==> src/rtl/noc_pkg.sv <==
// Shared types and constants for the 2x2 mesh: flit layout, node ids, opcodes, XY route helper.
package noc_pkg;

    localparam int unsigned FLIT_W  = 18;
    localparam int unsigned CFG_W   = 11;
    localparam int unsigned RX_W    = 9;
    localparam int unsigned N_NODES = 4;

    typedef logic [1:0] node_t;

    // Node id is {y,x}.
    localparam int unsigned ID_X_BIT = 0;
    localparam int unsigned ID_Y_BIT = 1;

    localparam node_t NODE_00 = 2'd0;
    localparam node_t NODE_10 = 2'd1;
    localparam node_t NODE_01 = 2'd2;
    localparam node_t NODE_11 = 2'd3;

    localparam int unsigned FLIT_VALID_BIT = 17;
    localparam int unsigned FLIT_SRC_LO    = 9;
    localparam int unsigned FLIT_DEST_LO   = 7;

    typedef struct packed {
        logic       valid;
        logic [5:0] rsvd;
        node_t      src;
        node_t      dest;
        logic [6:0] data;
    } flit_t;

    localparam logic [1:0] OP_IDLE = 2'b00;
    localparam logic [1:0] OP_SEND = 2'b01;

    localparam int unsigned CFG_OP_HI   = 10;
    localparam int unsigned CFG_OP_LO   = 9;
    localparam int unsigned CFG_DATA_HI = 8;
    localparam int unsigned CFG_DATA_LO = 2;

    typedef enum logic [1:0] {
        DirX,
        DirY,
        DirEject
    } dir_e;

    function automatic dir_e route(node_t cur, node_t dest);
        if (dest[ID_X_BIT] != cur[ID_X_BIT]) begin
            return DirX;
        end
        if (dest[ID_Y_BIT] != cur[ID_Y_BIT]) begin
            return DirY;
        end
        return DirEject;
    endfunction

    function automatic flit_t make_flit(node_t src, node_t dest, logic [6:0] data);
        flit_t f;
        f       = '0;
        f.valid = 1'b1;
        f.src   = src;
        f.dest  = dest;
        f.data  = data;
        return f;
    endfunction

endpackage

==> src/rtl/noc_mesh_2x2_if.sv <==
// Edge and processor port bundle between the mesh (slave) and the agents attached to it (master).
interface noc_mesh_2x2_if;

    logic [noc_pkg::FLIT_W-1:0] r0_input;
    logic [noc_pkg::FLIT_W-1:0] r1_input;
    logic [noc_pkg::FLIT_W-1:0] r2_input;
    logic [noc_pkg::FLIT_W-1:0] r3_input;
    logic [noc_pkg::CFG_W-1:0]  p0_configure;
    logic [noc_pkg::CFG_W-1:0]  p1_configure;
    logic [noc_pkg::CFG_W-1:0]  p2_configure;
    logic [noc_pkg::CFG_W-1:0]  p3_configure;
    logic                       block_all_paths;
    logic [3:0]                 processor_ready_signals;
    logic [noc_pkg::RX_W-1:0]   p0_recieve_data;
    logic [noc_pkg::RX_W-1:0]   p1_recieve_data;
    logic [noc_pkg::RX_W-1:0]   p2_recieve_data;
    logic [noc_pkg::RX_W-1:0]   p3_recieve_data;
    logic [noc_pkg::FLIT_W-1:0] r0_output;
    logic [noc_pkg::FLIT_W-1:0] r1_output;
    logic [noc_pkg::FLIT_W-1:0] r2_output;
    logic [noc_pkg::FLIT_W-1:0] r3_output;

    modport master (
        output r0_input, r1_input, r2_input, r3_input,
        output p0_configure, p1_configure, p2_configure, p3_configure,
        output block_all_paths,
        input  processor_ready_signals,
        input  p0_recieve_data, p1_recieve_data, p2_recieve_data, p3_recieve_data,
        input  r0_output, r1_output, r2_output, r3_output
    );

    modport slave (
        input  r0_input, r1_input, r2_input, r3_input,
        input  p0_configure, p1_configure, p2_configure, p3_configure,
        input  block_all_paths,
        output processor_ready_signals,
        output p0_recieve_data, p1_recieve_data, p2_recieve_data, p3_recieve_data,
        output r0_output, r1_output, r2_output, r3_output
    );

endinterface

==> src/rtl/noc_router.sv <==
// One mesh router: local/X/Y input registers, XY routing, fixed-priority arbitration and a
// two-stage eject path (eject register, then sticky output register).
module noc_router
    import noc_pkg::*;
#(
    parameter node_t NODE_ID = 2'd0
) (
    input  logic  clock,
    input  logic  reset,
    input  logic  i_block,
    input  logic  i_load,
    input  flit_t i_load_flit,
    output logic  o_local_empty,
    input  flit_t i_x_flit,
    input  logic  i_x_vld,
    input  flit_t i_y_flit,
    input  logic  i_y_vld,
    input  logic  i_x_rdy,
    input  logic  i_y_rdy,
    output flit_t o_x_flit,
    output logic  o_x_vld,
    output flit_t o_y_flit,
    output logic  o_y_vld,
    output logic  o_x_rdy,
    output logic  o_y_rdy,
    output flit_t o_eject
);

    flit_t r_local, r_x, r_y, r_ej, r_out;
    flit_t w_ej_flit;

    // An X-in flit already matches x, and a Y-in flit matches both coordinates.
    wire w_l_req_x  = r_local.valid && (route(NODE_ID, r_local.dest) == DirX);
    wire w_l_req_y  = r_local.valid && (route(NODE_ID, r_local.dest) == DirY);
    wire w_l_req_ej = r_local.valid && (route(NODE_ID, r_local.dest) == DirEject);
    wire w_x_req_y  = r_x.valid && (route(NODE_ID, r_x.dest) == DirY);
    wire w_x_req_ej = r_x.valid && (route(NODE_ID, r_x.dest) == DirEject);
    wire w_y_req_ej = r_y.valid && (route(NODE_ID, r_y.dest) == DirEject);

    // Priority X-in > Y-in > local on each output; the eject stage always accepts.
    wire w_x_mv = !i_block && (w_x_req_ej || (w_x_req_y && i_y_rdy));
    wire w_y_mv = !i_block && w_y_req_ej && !w_x_req_ej;
    wire w_l_mv = !i_block && ((w_l_req_x && i_x_rdy)
                            || (w_l_req_y && !w_x_req_y && i_y_rdy)
                            || (w_l_req_ej && !w_x_req_ej && !w_y_req_ej));

    always_comb begin
        w_ej_flit = '0;
        if (w_x_req_ej) begin
            w_ej_flit = r_x;
        end else if (w_y_req_ej) begin
            w_ej_flit = r_y;
        end else if (w_l_req_ej) begin
            w_ej_flit = r_local;
        end
    end

    assign o_x_flit      = r_local;
    assign o_x_vld       = !i_block && w_l_req_x && i_x_rdy;
    assign o_y_flit      = w_x_req_y ? r_x : r_local;
    assign o_y_vld       = !i_block && i_y_rdy && (w_x_req_y || w_l_req_y);
    assign o_x_rdy       = !r_x.valid || w_x_mv;
    assign o_y_rdy       = !r_y.valid || w_y_mv;
    assign o_local_empty = !r_local.valid;
    assign o_eject       = r_out;

    always_ff @(posedge clock) begin
        if (reset) begin
            r_local <= '0;
            r_x     <= '0;
            r_y     <= '0;
            r_ej    <= '0;
            r_out   <= '0;
        end else if (!i_block) begin
            if (i_load) begin
                r_local <= i_load_flit;
            end else if (w_l_mv) begin
                r_local <= '0;
            end
            if (i_x_vld) begin
                r_x <= i_x_flit;
            end else if (w_x_mv) begin
                r_x <= '0;
            end
            if (i_y_vld) begin
                r_y <= i_y_flit;
            end else if (w_y_mv) begin
                r_y <= '0;
            end
            r_ej <= w_ej_flit;
            if (r_ej.valid) begin
                r_out <= r_ej;
            end
        end
    end

endmodule

==> src/rtl/noc_mesh_2x2.sv <==
// 2x2 XY-routed mesh: four routers, X links pair ids differing in bit 0, Y links in bit 1.
// Also owns processor configure edge detection and edge-port admission.
module noc_mesh_2x2
    import noc_pkg::*;
(
    input logic           clock,
    input logic           reset,
    noc_mesh_2x2_if.slave bus
);

    flit_t            w_edge_in   [N_NODES];
    logic [CFG_W-1:0] w_cfg       [N_NODES];
    flit_t            w_eject     [N_NODES];
    flit_t            w_load_flit [N_NODES];
    flit_t            w_x_flit    [N_NODES];
    flit_t            w_y_flit    [N_NODES];

    logic [N_NODES-1:0] r_prev_send;
    logic [N_NODES-1:0] w_local_empty, w_ready, w_inj, w_load;
    logic [N_NODES-1:0] w_x_vld, w_y_vld, w_x_rdy, w_y_rdy;

    assign w_edge_in[0] = bus.r0_input;
    assign w_edge_in[1] = bus.r1_input;
    assign w_edge_in[2] = bus.r2_input;
    assign w_edge_in[3] = bus.r3_input;
    assign w_cfg[0]     = bus.p0_configure;
    assign w_cfg[1]     = bus.p1_configure;
    assign w_cfg[2]     = bus.p2_configure;
    assign w_cfg[3]     = bus.p3_configure;

    // A processor send wins the local slot over an edge flit arriving the same cycle.
    always_comb begin
        for (int i = 0; i < N_NODES; i++) begin
            w_ready[i]     = w_local_empty[i] && !bus.block_all_paths;
            w_inj[i]       = (w_cfg[i][CFG_OP_HI:CFG_OP_LO] == OP_SEND) && !r_prev_send[i]
                             && w_ready[i];
            w_load[i]      = w_inj[i] || (w_edge_in[i].valid && w_ready[i]);
            w_load_flit[i] = w_inj[i]
                ? make_flit(node_t'(i), w_cfg[i][1:0], w_cfg[i][CFG_DATA_HI:CFG_DATA_LO])
                : w_edge_in[i];
        end
    end

    always_ff @(posedge clock) begin
        if (reset) begin
            r_prev_send <= '0;
        end else begin
            for (int i = 0; i < N_NODES; i++) begin
                r_prev_send[i] <= (w_cfg[i][CFG_OP_HI:CFG_OP_LO] == OP_SEND);
            end
        end
    end

    for (genvar g = 0; g < N_NODES; g++) begin : g_router
        noc_router #(
            .NODE_ID(node_t'(g))
        ) u_router (
            .clock        (clock),
            .reset        (reset),
            .i_block      (bus.block_all_paths),
            .i_load       (w_load[g]),
            .i_load_flit  (w_load_flit[g]),
            .o_local_empty(w_local_empty[g]),
            .i_x_flit     (w_x_flit[g ^ 1]),
            .i_x_vld      (w_x_vld[g ^ 1]),
            .i_y_flit     (w_y_flit[g ^ 2]),
            .i_y_vld      (w_y_vld[g ^ 2]),
            .i_x_rdy      (w_x_rdy[g ^ 1]),
            .i_y_rdy      (w_y_rdy[g ^ 2]),
            .o_x_flit     (w_x_flit[g]),
            .o_x_vld      (w_x_vld[g]),
            .o_y_flit     (w_y_flit[g]),
            .o_y_vld      (w_y_vld[g]),
            .o_x_rdy      (w_x_rdy[g]),
            .o_y_rdy      (w_y_rdy[g]),
            .o_eject      (w_eject[g])
        );
    end

    assign bus.processor_ready_signals = w_ready;
    assign bus.p0_recieve_data = {w_eject[0].src, w_eject[0].data};
    assign bus.p1_recieve_data = {w_eject[1].src, w_eject[1].data};
    assign bus.p2_recieve_data = {w_eject[2].src, w_eject[2].data};
    assign bus.p3_recieve_data = {w_eject[3].src, w_eject[3].data};
    assign bus.r0_output       = w_eject[0];
    assign bus.r1_output       = w_eject[1];
    assign bus.r2_output       = w_eject[2];
    assign bus.r3_output       = w_eject[3];

endmodule

==> src/flat_wrapper.sv <==
// flat-port wrapper written by rule: the top's interface ports become plain ports
module noc_mesh_2x2_flat import noc_pkg::*;
  (clock, reset, bus_r0_input, bus_r1_input, bus_r2_input, bus_r3_input, bus_p0_configure, bus_p1_configure, bus_p2_configure, bus_p3_configure, bus_block_all_paths, bus_processor_ready_signals, bus_p0_recieve_data, bus_p1_recieve_data, bus_p2_recieve_data, bus_p3_recieve_data, bus_r0_output, bus_r1_output, bus_r2_output, bus_r3_output);
  noc_mesh_2x2_if bus_i ();
  input logic clock;
  input logic reset;
  input wire logic [$bits(bus_i.r0_input)-1:0] bus_r0_input;
  input wire logic [$bits(bus_i.r1_input)-1:0] bus_r1_input;
  input wire logic [$bits(bus_i.r2_input)-1:0] bus_r2_input;
  input wire logic [$bits(bus_i.r3_input)-1:0] bus_r3_input;
  input wire logic [$bits(bus_i.p0_configure)-1:0] bus_p0_configure;
  input wire logic [$bits(bus_i.p1_configure)-1:0] bus_p1_configure;
  input wire logic [$bits(bus_i.p2_configure)-1:0] bus_p2_configure;
  input wire logic [$bits(bus_i.p3_configure)-1:0] bus_p3_configure;
  input wire logic [$bits(bus_i.block_all_paths)-1:0] bus_block_all_paths;
  output wire logic [$bits(bus_i.processor_ready_signals)-1:0] bus_processor_ready_signals;
  output wire logic [$bits(bus_i.p0_recieve_data)-1:0] bus_p0_recieve_data;
  output wire logic [$bits(bus_i.p1_recieve_data)-1:0] bus_p1_recieve_data;
  output wire logic [$bits(bus_i.p2_recieve_data)-1:0] bus_p2_recieve_data;
  output wire logic [$bits(bus_i.p3_recieve_data)-1:0] bus_p3_recieve_data;
  output wire logic [$bits(bus_i.r0_output)-1:0] bus_r0_output;
  output wire logic [$bits(bus_i.r1_output)-1:0] bus_r1_output;
  output wire logic [$bits(bus_i.r2_output)-1:0] bus_r2_output;
  output wire logic [$bits(bus_i.r3_output)-1:0] bus_r3_output;
  assign bus_i.r0_input = bus_r0_input;
  assign bus_i.r1_input = bus_r1_input;
  assign bus_i.r2_input = bus_r2_input;
  assign bus_i.r3_input = bus_r3_input;
  assign bus_i.p0_configure = bus_p0_configure;
  assign bus_i.p1_configure = bus_p1_configure;
  assign bus_i.p2_configure = bus_p2_configure;
  assign bus_i.p3_configure = bus_p3_configure;
  assign bus_i.block_all_paths = bus_block_all_paths;
  assign bus_processor_ready_signals = bus_i.processor_ready_signals;
  assign bus_p0_recieve_data = bus_i.p0_recieve_data;
  assign bus_p1_recieve_data = bus_i.p1_recieve_data;
  assign bus_p2_recieve_data = bus_i.p2_recieve_data;
  assign bus_p3_recieve_data = bus_i.p3_recieve_data;
  assign bus_r0_output = bus_i.r0_output;
  assign bus_r1_output = bus_i.r1_output;
  assign bus_r2_output = bus_i.r2_output;
  assign bus_r3_output = bus_i.r3_output;
  noc_mesh_2x2 u_core (.clock(clock), .reset(reset), .bus(bus_i));
endmodule
==> config.mk <==
export PLATFORM = sky130hd
export DESIGN_NAME = noc_mesh_2x2_flat
export DESIGN_NICKNAME = d
export VERILOG_FILES = /design/src/rtl/noc_pkg.sv /design/src/rtl/noc_mesh_2x2_if.sv /design/src/rtl/noc_router.sv /design/src/rtl/noc_mesh_2x2.sv /design/src/flat_wrapper.sv
export SDC_FILE = /design/constraint.sdc
export NUM_CORES = 1
export LEC_CHECK = 0
export CORE_MARGIN = 4
export CORE_UTILIZATION = 55
export DETAILED_ROUTE_END_ITERATION = 10
export PLACE_DENSITY = 0.88
export SYNTH_ARGS = -nofsm -noshare
export SYNTH_HDL_FRONTEND = slang
export SYNTH_HIERARCHICAL = 1
export SYNTH_SLANG_ARGS = --single-unit
==> constraint.sdc <==
create_clock -name clock -period 4.95 [get_ports clock]
set_input_delay 0.7425 -clock clock [delete_from_list [all_inputs] [get_ports clock]]
set_output_delay 0.7425 -clock clock [all_outputs]
set_load 0.005 [all_outputs]
=== Word-level counts from Yosys, hierarchy flattened ===
Cells that the tools add are included.

* $add $sub $neg: 0
* $mul: 0
* Div/mod/pow operators: 0
* Magnitude comparators: 0
* Equality and inequality tests: 24
* Shift operators: 0
* Muxes and demuxes: 122
* Bitwise gates (word level): 1
* Reductions and logical operators: 185

{| class="wikitable"
|+ Operators by type and width
! cell !! number
|-
| 18-bit 2-to-1 mux || 44
|-
| 1-bit logical AND || 96
|-
| 2-bit 2-to-1 mux || 48
|-
| 2-bit AND reduction || 16
|-
| 1-bit 2-to-1 mux || 30
|-
| 1-bit logical NOT || 29
|-
| 1-bit logical OR || 28
|-
| 2-bit by 1-bit == test with 1-bit output, second input constant || 12
|-
| 2-bit == test, second input constant || 12
|-
| 2-bit nonzero test || 12
|-
| 2-bit logical NOT || 4
|-
| 1-bit NOT || 1
|}

* Bits in registers: 364
* Bits in latches: 0
* Bits in writable memories: 0
* Bits in read-only memories: 0
* Output and inout bits: 112
* Memories kept: 0

=== Depth between registers and ports, before layout ===
* Depth in word-level cells: 19
* Mapped depth: 14
* Depth with buffers taken out: 11

=== Hierarchy ===
The synthesis kept the hierarchy.

{| class="wikitable"
|+ By module, submodules not included
! module !! times used !! cells each !! area an instance (um2)
|-
| noc_router at u_core.g_router[2].u_router || 1 || 422 || 3,945.0
|-
| noc_router at u_core.g_router[1].u_router || 1 || 468 || 3,860.0
|-
| noc_router at u_core.g_router[0].u_router || 1 || 424 || 3,806.2
|-
| noc_router at u_core.g_router[3].u_router || 1 || 401 || 3,747.3
|-
| noc_mesh_2x2 || 1 || 140 || 1,213.7
|}

=== Worst setup path before layout ===
OpenSTA, ideal clock, no wires.

* Path type: input port to flip-flop
* From: in bus_block_all_paths
* To: reg u_core/g_router[2].u_router/r_x[14] (netlist bit)
* Library setup time: 71 ps
* Arrival: 3,012 ps
* Data required time: 4,879 ps
* Setup slack: 1,867 ps
* Stages on the path: 14
* Path buffers: 4
* Cells stage by stage: inv_1 > clkbuf_1 > buf_1 > nand3_1 > nand2_1 > nor2_1 > o31ai_1 > nor3b_1 > and2_1 > nor2b_1 > buf_2 > buf_1 > nand2_1 > a21oi_1

* Longest elaborated chain between the ends: 11
* Elaborated cells between the ends (all ways): 14
* Classes of those cells: mux (1); bitwise (1); reduce/logical (12)

{| class="wikitable"
|+ Ends and longest elaborated chain
! what !! line !! text
|-
| start: declaration || flat_wrapper.sv:15 || <nowiki>input wire logic [$bits(bus_i.block_all_paths)-1:0] bus_block_all_paths;</nowiki>
|-
| 1-bit logical NOT (*) || noc_router.sv:42 || <nowiki>wire w_y_mv = !i_block && w_y_req_ej && !w_x_req_ej;</nowiki>
|-
| 1-bit logical AND (*) (2 in series) || noc_router.sv:42 ||
|-
| 1-bit logical OR (*) || noc_router.sv:63 || <nowiki>assign o_y_rdy = !r_y.valid || w_y_mv;</nowiki>
|-
| named net u_core.w_y_rdy[0] || noc_mesh_2x2.sv:20 || <nowiki>logic [N_NODES-1:0] w_x_vld, w_y_vld, w_x_rdy, w_y_rdy;</nowiki>
|-
| 1-bit logical AND (*) || noc_router.sv:41 || <nowiki>wire w_x_mv = !i_block && (w_x_req_ej || (w_x_req_y && i_y_rdy));</nowiki>
|-
| 1-bit logical OR (*) || noc_router.sv:41 ||
|-
| 1-bit logical AND (*) || noc_router.sv:41 ||
|-
| 1-bit logical OR (*) || noc_router.sv:62 || <nowiki>assign o_x_rdy = !r_x.valid || w_x_mv;</nowiki>
|-
| named net u_core.w_x_rdy[2] || noc_mesh_2x2.sv:20 ||
|-
| 1-bit logical AND (*) || noc_router.sv:59 || <nowiki>assign o_x_vld = !i_block && w_l_req_x && i_x_rdy;</nowiki>
|-
| named net u_core.w_x_vld[3] || noc_mesh_2x2.sv:20 ||
|-
| 2-bit nonzero test (no source line) || -- ||
|-
| 2-bit AND reduction (no source line) || -- ||
|-
| end signal: assignment || noc_router.sv:81 || <nowiki>r_x <= i_x_flit;</nowiki>
|-
| end: declaration || noc_router.sv:29 || <nowiki>flit_t r_local, r_x, r_y, r_ej, r_out;</nowiki>
|}

The timed path passes the listed nets; every way through them passes the cells marked *.
A chain may end at the register's enable or synchronous reset.

=== Worst setup path after layout ===
* From: in bus_block_all_paths
* To: reg u_core.g_router[0].u_router.r_local (netlist bit u_core/g_router[0].u_router/o_x_flit[9])

* Elaborated cells between the ends (all ways): 25
* Classes of those cells: mux (2); bitwise (1); reduce/logical (22)

{| class="wikitable"
|+ RTL lines
! what !! line !! text
|-
| 1-bit logical NOT (*) || noc_mesh_2x2.sv:34 || <nowiki>w_ready[i] = w_local_empty[i] && !bus.block_all_paths;</nowiki>
|-
| 1-bit logical AND (*) || noc_mesh_2x2.sv:34 ||
|-
| 1-bit logical AND, on equally long branches || noc_mesh_2x2.sv:36, noc_mesh_2x2.sv:37 ||
|-
| 1-bit logical OR (*) || noc_mesh_2x2.sv:37 || <nowiki>w_load[i] = w_inj[i] || (w_edge_in[i].valid && w_ready[i]);</nowiki>
|-
| named net u_core.w_load[0] || noc_mesh_2x2.sv:19 || <nowiki>logic [N_NODES-1:0] w_local_empty, w_ready, w_inj, w_load;</nowiki>
|-
| 2-bit nonzero test (no source line) || -- ||
|-
| 2-bit AND reduction (no source line) || -- ||
|-
| end signal: assignment || noc_router.sv:76 || <nowiki>r_local <= i_load_flit;</nowiki>
|-
| end: declaration || noc_router.sv:29 ||
|}

Marks and branches as above.

==> flow_metrics.py <==
metrics = {
    "placed_design": {
        "port_buffers": 230,
        "dp.cells": 2304,
        "gp_congestion": 0.920,
        "post-dp-hpwl_mm": 32.6,
    },
    "synthesis": {
        "syn-cell-area_sq_um": 16600,
        "ys_seq_area_share_pct": 44.0,
        "synth_edf_count": 0,
        "synth_cell_type_count": 65,
        "yosys-top-cells-area": "dfxtp_1 (44%), a21oi_1 (8.1%), nand2_1 (5.5%)",
        "synth_most_common_cell": "dfxtp_1",
        "synthFlopType": "dfxtp_1",
        "synth_warnings": 6,
        "netlist.area_leader.share_pct": 44.0,
        "synth_nets": 1974,
        "synth.avg_cell_area_sq_um": 8.93,
        "ys_seq_elements": 364,
        "synth_common_cells": "dfxtp_1 (364), a21oi_1 (268), nand2_1 (243)",
        "synth_area_leader_cell": "dfxtp_1",
        "postSynthCellCount": 1855,
        "ys_async_sr_fraction_pct": 0,
    },
    "global_route": {
        "grt_max_degree": 98,
        "grt_overflow": 0,
        "antenna_found_initial": 0,
        "grtUsageTotal_pct": 26.7,
        "grt_pass1_vias": 13700,
        "grt_pass1_wl_mm": 73.7,
    },
    "floorplanning": {
        "die_area_sq_um": 33000,
        "ioPinCount": 231,
        "core.rowCount": 63,
        "dieHeight_um": 182,
        "dieWidth_um": 182,
        "coreArea_sq_um": 29700,
        "initial_core_util_pct": 55.8,
    },
    "drt": {
        "wl_met1_mm": 19.3,
        "drtAntennaViolNets": 0,
        "top_layer": "met4",
        "drt_iter0_markers": 1242,
        "wl_met2_mm": 21.8,
        "vias": 14600,
        "wl_per_cell_um": 19.7,
        "drc_errors": 0,
        "dr.pass1.iters": 5,
        "via_per_inst": 6.14,
        "route.met3.wl_mm": 4.05,
        "routed_wl_mm": 46.8,
    },
    "clock_tree": {
        "postCtsSetupBuffers": 0,
        "cts.sinks": 364,
        "cts-htree-levels": 2,
        "postCtsHoldBufs": 0,
        "clockRootBuffer": "clkbuf_16",
        "numCtsBuffers": 38,
        "cts.clk_slew.worst_paths_ps": 60,
        "cts_tree": "built",
        "clock_path_buffers": 3,
        "clk_latency_ps": 520,
        "post_cts_resized": 0,
    },
    "worst_setup_path": {
        "ff2ff_path_depth": 7,
        "cpPeakStageDelay_ps": 1010,
        "reg2reg_from": "u_core/g_router[0].u_router/o_x_flit[17]",
        "crit_fanout": 56,
        "critPathCaptureType": "register",
        "cpMaxStageDelayCell": "nor2b_1",
        "reg2reg_to": "u_core/g_router[0].u_router/o_x_flit[9]",
        "worstPathRequired_ps": 5370,
        "path_class": "in -> reg",
        "path_delay_family": "simple AND/OR/NAND/NOR gates",
        "crit_chain": "buf_4 > nor2b_2 > nor3b_2 > o21a_1 > nor2b_1 > a21oi_1 > a211oi_2",
        "critical_path_arrival_ps": 4310,
        "worst-path-buf-inv": 1,
        "reg2reg_slack_ps": 1070,
        "start_kind": "input pin",
    },
    "min_path": {
        "hold_start": "u_core/g_router[1].u_router/o_eject[15]",
        "min_path_type": "reg -> reg",
        "hold_end": "u_core/g_router[1].u_router/o_eject[15]",
        "hold_path_depth": 2,
    },
    "sta": {
        "clock_skew_ps": 14.6,
        "grt_setup_unrepaired": "no",
        "slew_viol_final": 0,
        "maxSlewHeadroom_pct": 12.2,
        "setup_tns_ps": 0,
        "tightest_slew_ps": 1310,
        "layout_min_cycle_time_ps": 3890,
        "finalHoldViolations": 0,
        "setup_viol": 0,
        "max_freq_ghz": 0.257,
        "min_period_over_period_pct": 78.6,
    },
    "run": {
        "maxCapViolCount": 0,
    },
    "layout": {
        "syn2layout_area_growth_pct": 18.8,
        "fin_cells": 2371,
        "fillerInstances": 2346,
        "final_nets": 2073,
        "num_antenna_cells": 0,
        "drive_gt1_share_pct": 13.6,
    },
    "power": {
        "p_leak_nw": 6.76,
        "powerDensity_nw_per_um2": 325,
        "peakVddDrop_v": 0.000282,
    },
    "run_status": {
        "status": "finished, final reports clean",
    },
}
## final cells by class
cell class	instances	area (sq um)	share of cell area [%]
clock buffer	51	1100	5.59
clock inverter	16	176	0.896
inverter	33	124	0.629
multi-input combinational	1265	8040	40.8
sequential	364	7290	37.0
tap	390	488	2.48
timing repair buffer	252	2470	12.5
## layout by cell type, fill, tap and decap left out, types with 18 or more instances in the layout
master / instances
nor3b_1: 20
a31oi_1: 18
clkbuf_16: 39
a21oi_1: 268
dfxtp_1: 364
o21ai_0: 74
clkdlybuf4s50_1: 228
inv_1: 30
nor2b_1: 51
nor2_1: 118
a211oi_1: 87
and3_1: 26
mux2_2: 81
a211oi_2: 27
a221oi_1: 34
a22o_1: 58
buf_4: 23
nand2_1: 243
## where the power goes
group / switching, W / leakage, nW / internal (W)
clock: 0.00116 / 0.636 / 0.00172
sequential: 0.0000591 / 2.95 / 0.00298
combinational: 0.000261 / 3.18 / 0.000213
total: 0.00148 / 6.76 / 0.00492
## state kept, by name, indices dropped and copies added (netlist names)
register / count
u_core/g_router.u_router/o_eject: 72
u_core/g_router.u_router/o_x_flit: 72
u_core/g_router.u_router/r_ej: 72
u_core/g_router.u_router/r_x: 72
u_core/g_router.u_router/r_y: 72
u_core/r_prev_send: 4
## tightest hold or removal path, stage by stage (launching register included)
cell and delay, ps:
dfxtp_1 310, nand2_1 50, a21oi_1 50
## worst max-delay path by stage
stage / from / endpoint / cells after the start
finish: bus_block_all_paths / u_core/g_router[0].u_router/o_x_flit[9] / 7
global placement: bus_p0_configure[10] / u_core/g_router[0].u_router/o_x_flit[6] / 7
CTS: bus_p0_configure[10] / u_core/g_router[0].u_router/o_x_flit[9] / 7
global route: bus_block_all_paths / u_core/g_router[0].u_router/o_x_flit[4] / 7
floorplan: bus_block_all_paths / u_core/g_router[2].u_router/r_x[14] / 14
detailed placement: bus_p0_configure[10] / u_core/g_router[0].u_router/o_x_flit[9] / 7
## cells by family (layout without fill, tap and decap cells)
logic type	count (synthesis)	count (layout)	synth area share, %
compound gates	646	646	26.9
flops	364	364	44.0
buf+inv	226	352	7.57
mux	86	86	5.81
simple gates	533	533	15.8
## per-layer routing
layer / global-route usage [%] / vias up
met5: 0 / -
met4: 9.34 / 0
met3: 4.75 / 118
met2: 43.8 / 699
met1: 35.6 / 6924
li1: - / 6818
## through the flow
step | hold WS [ps] | power (W) | instance area (sq um) | setup WS (ps) | utilization [%]
global route | 461 | 0.00660 | 19700 | 807 | 66.2
floorplan | 419 | 0.00340 | 16600 | 1870 | -
CTS | 453 | 0.00641 | 19700 | 1130 | 66.2
finish | 453 | 0.00640 | 19700 | 1060 | 66.2
global placement | 437 | 0.00355 | 18400 | 903 | 62.0
detailed placement | 444 | 0.00357 | 18400 | 610 | 62.0
Note: power is estimated with default switching activity, not from simulation.
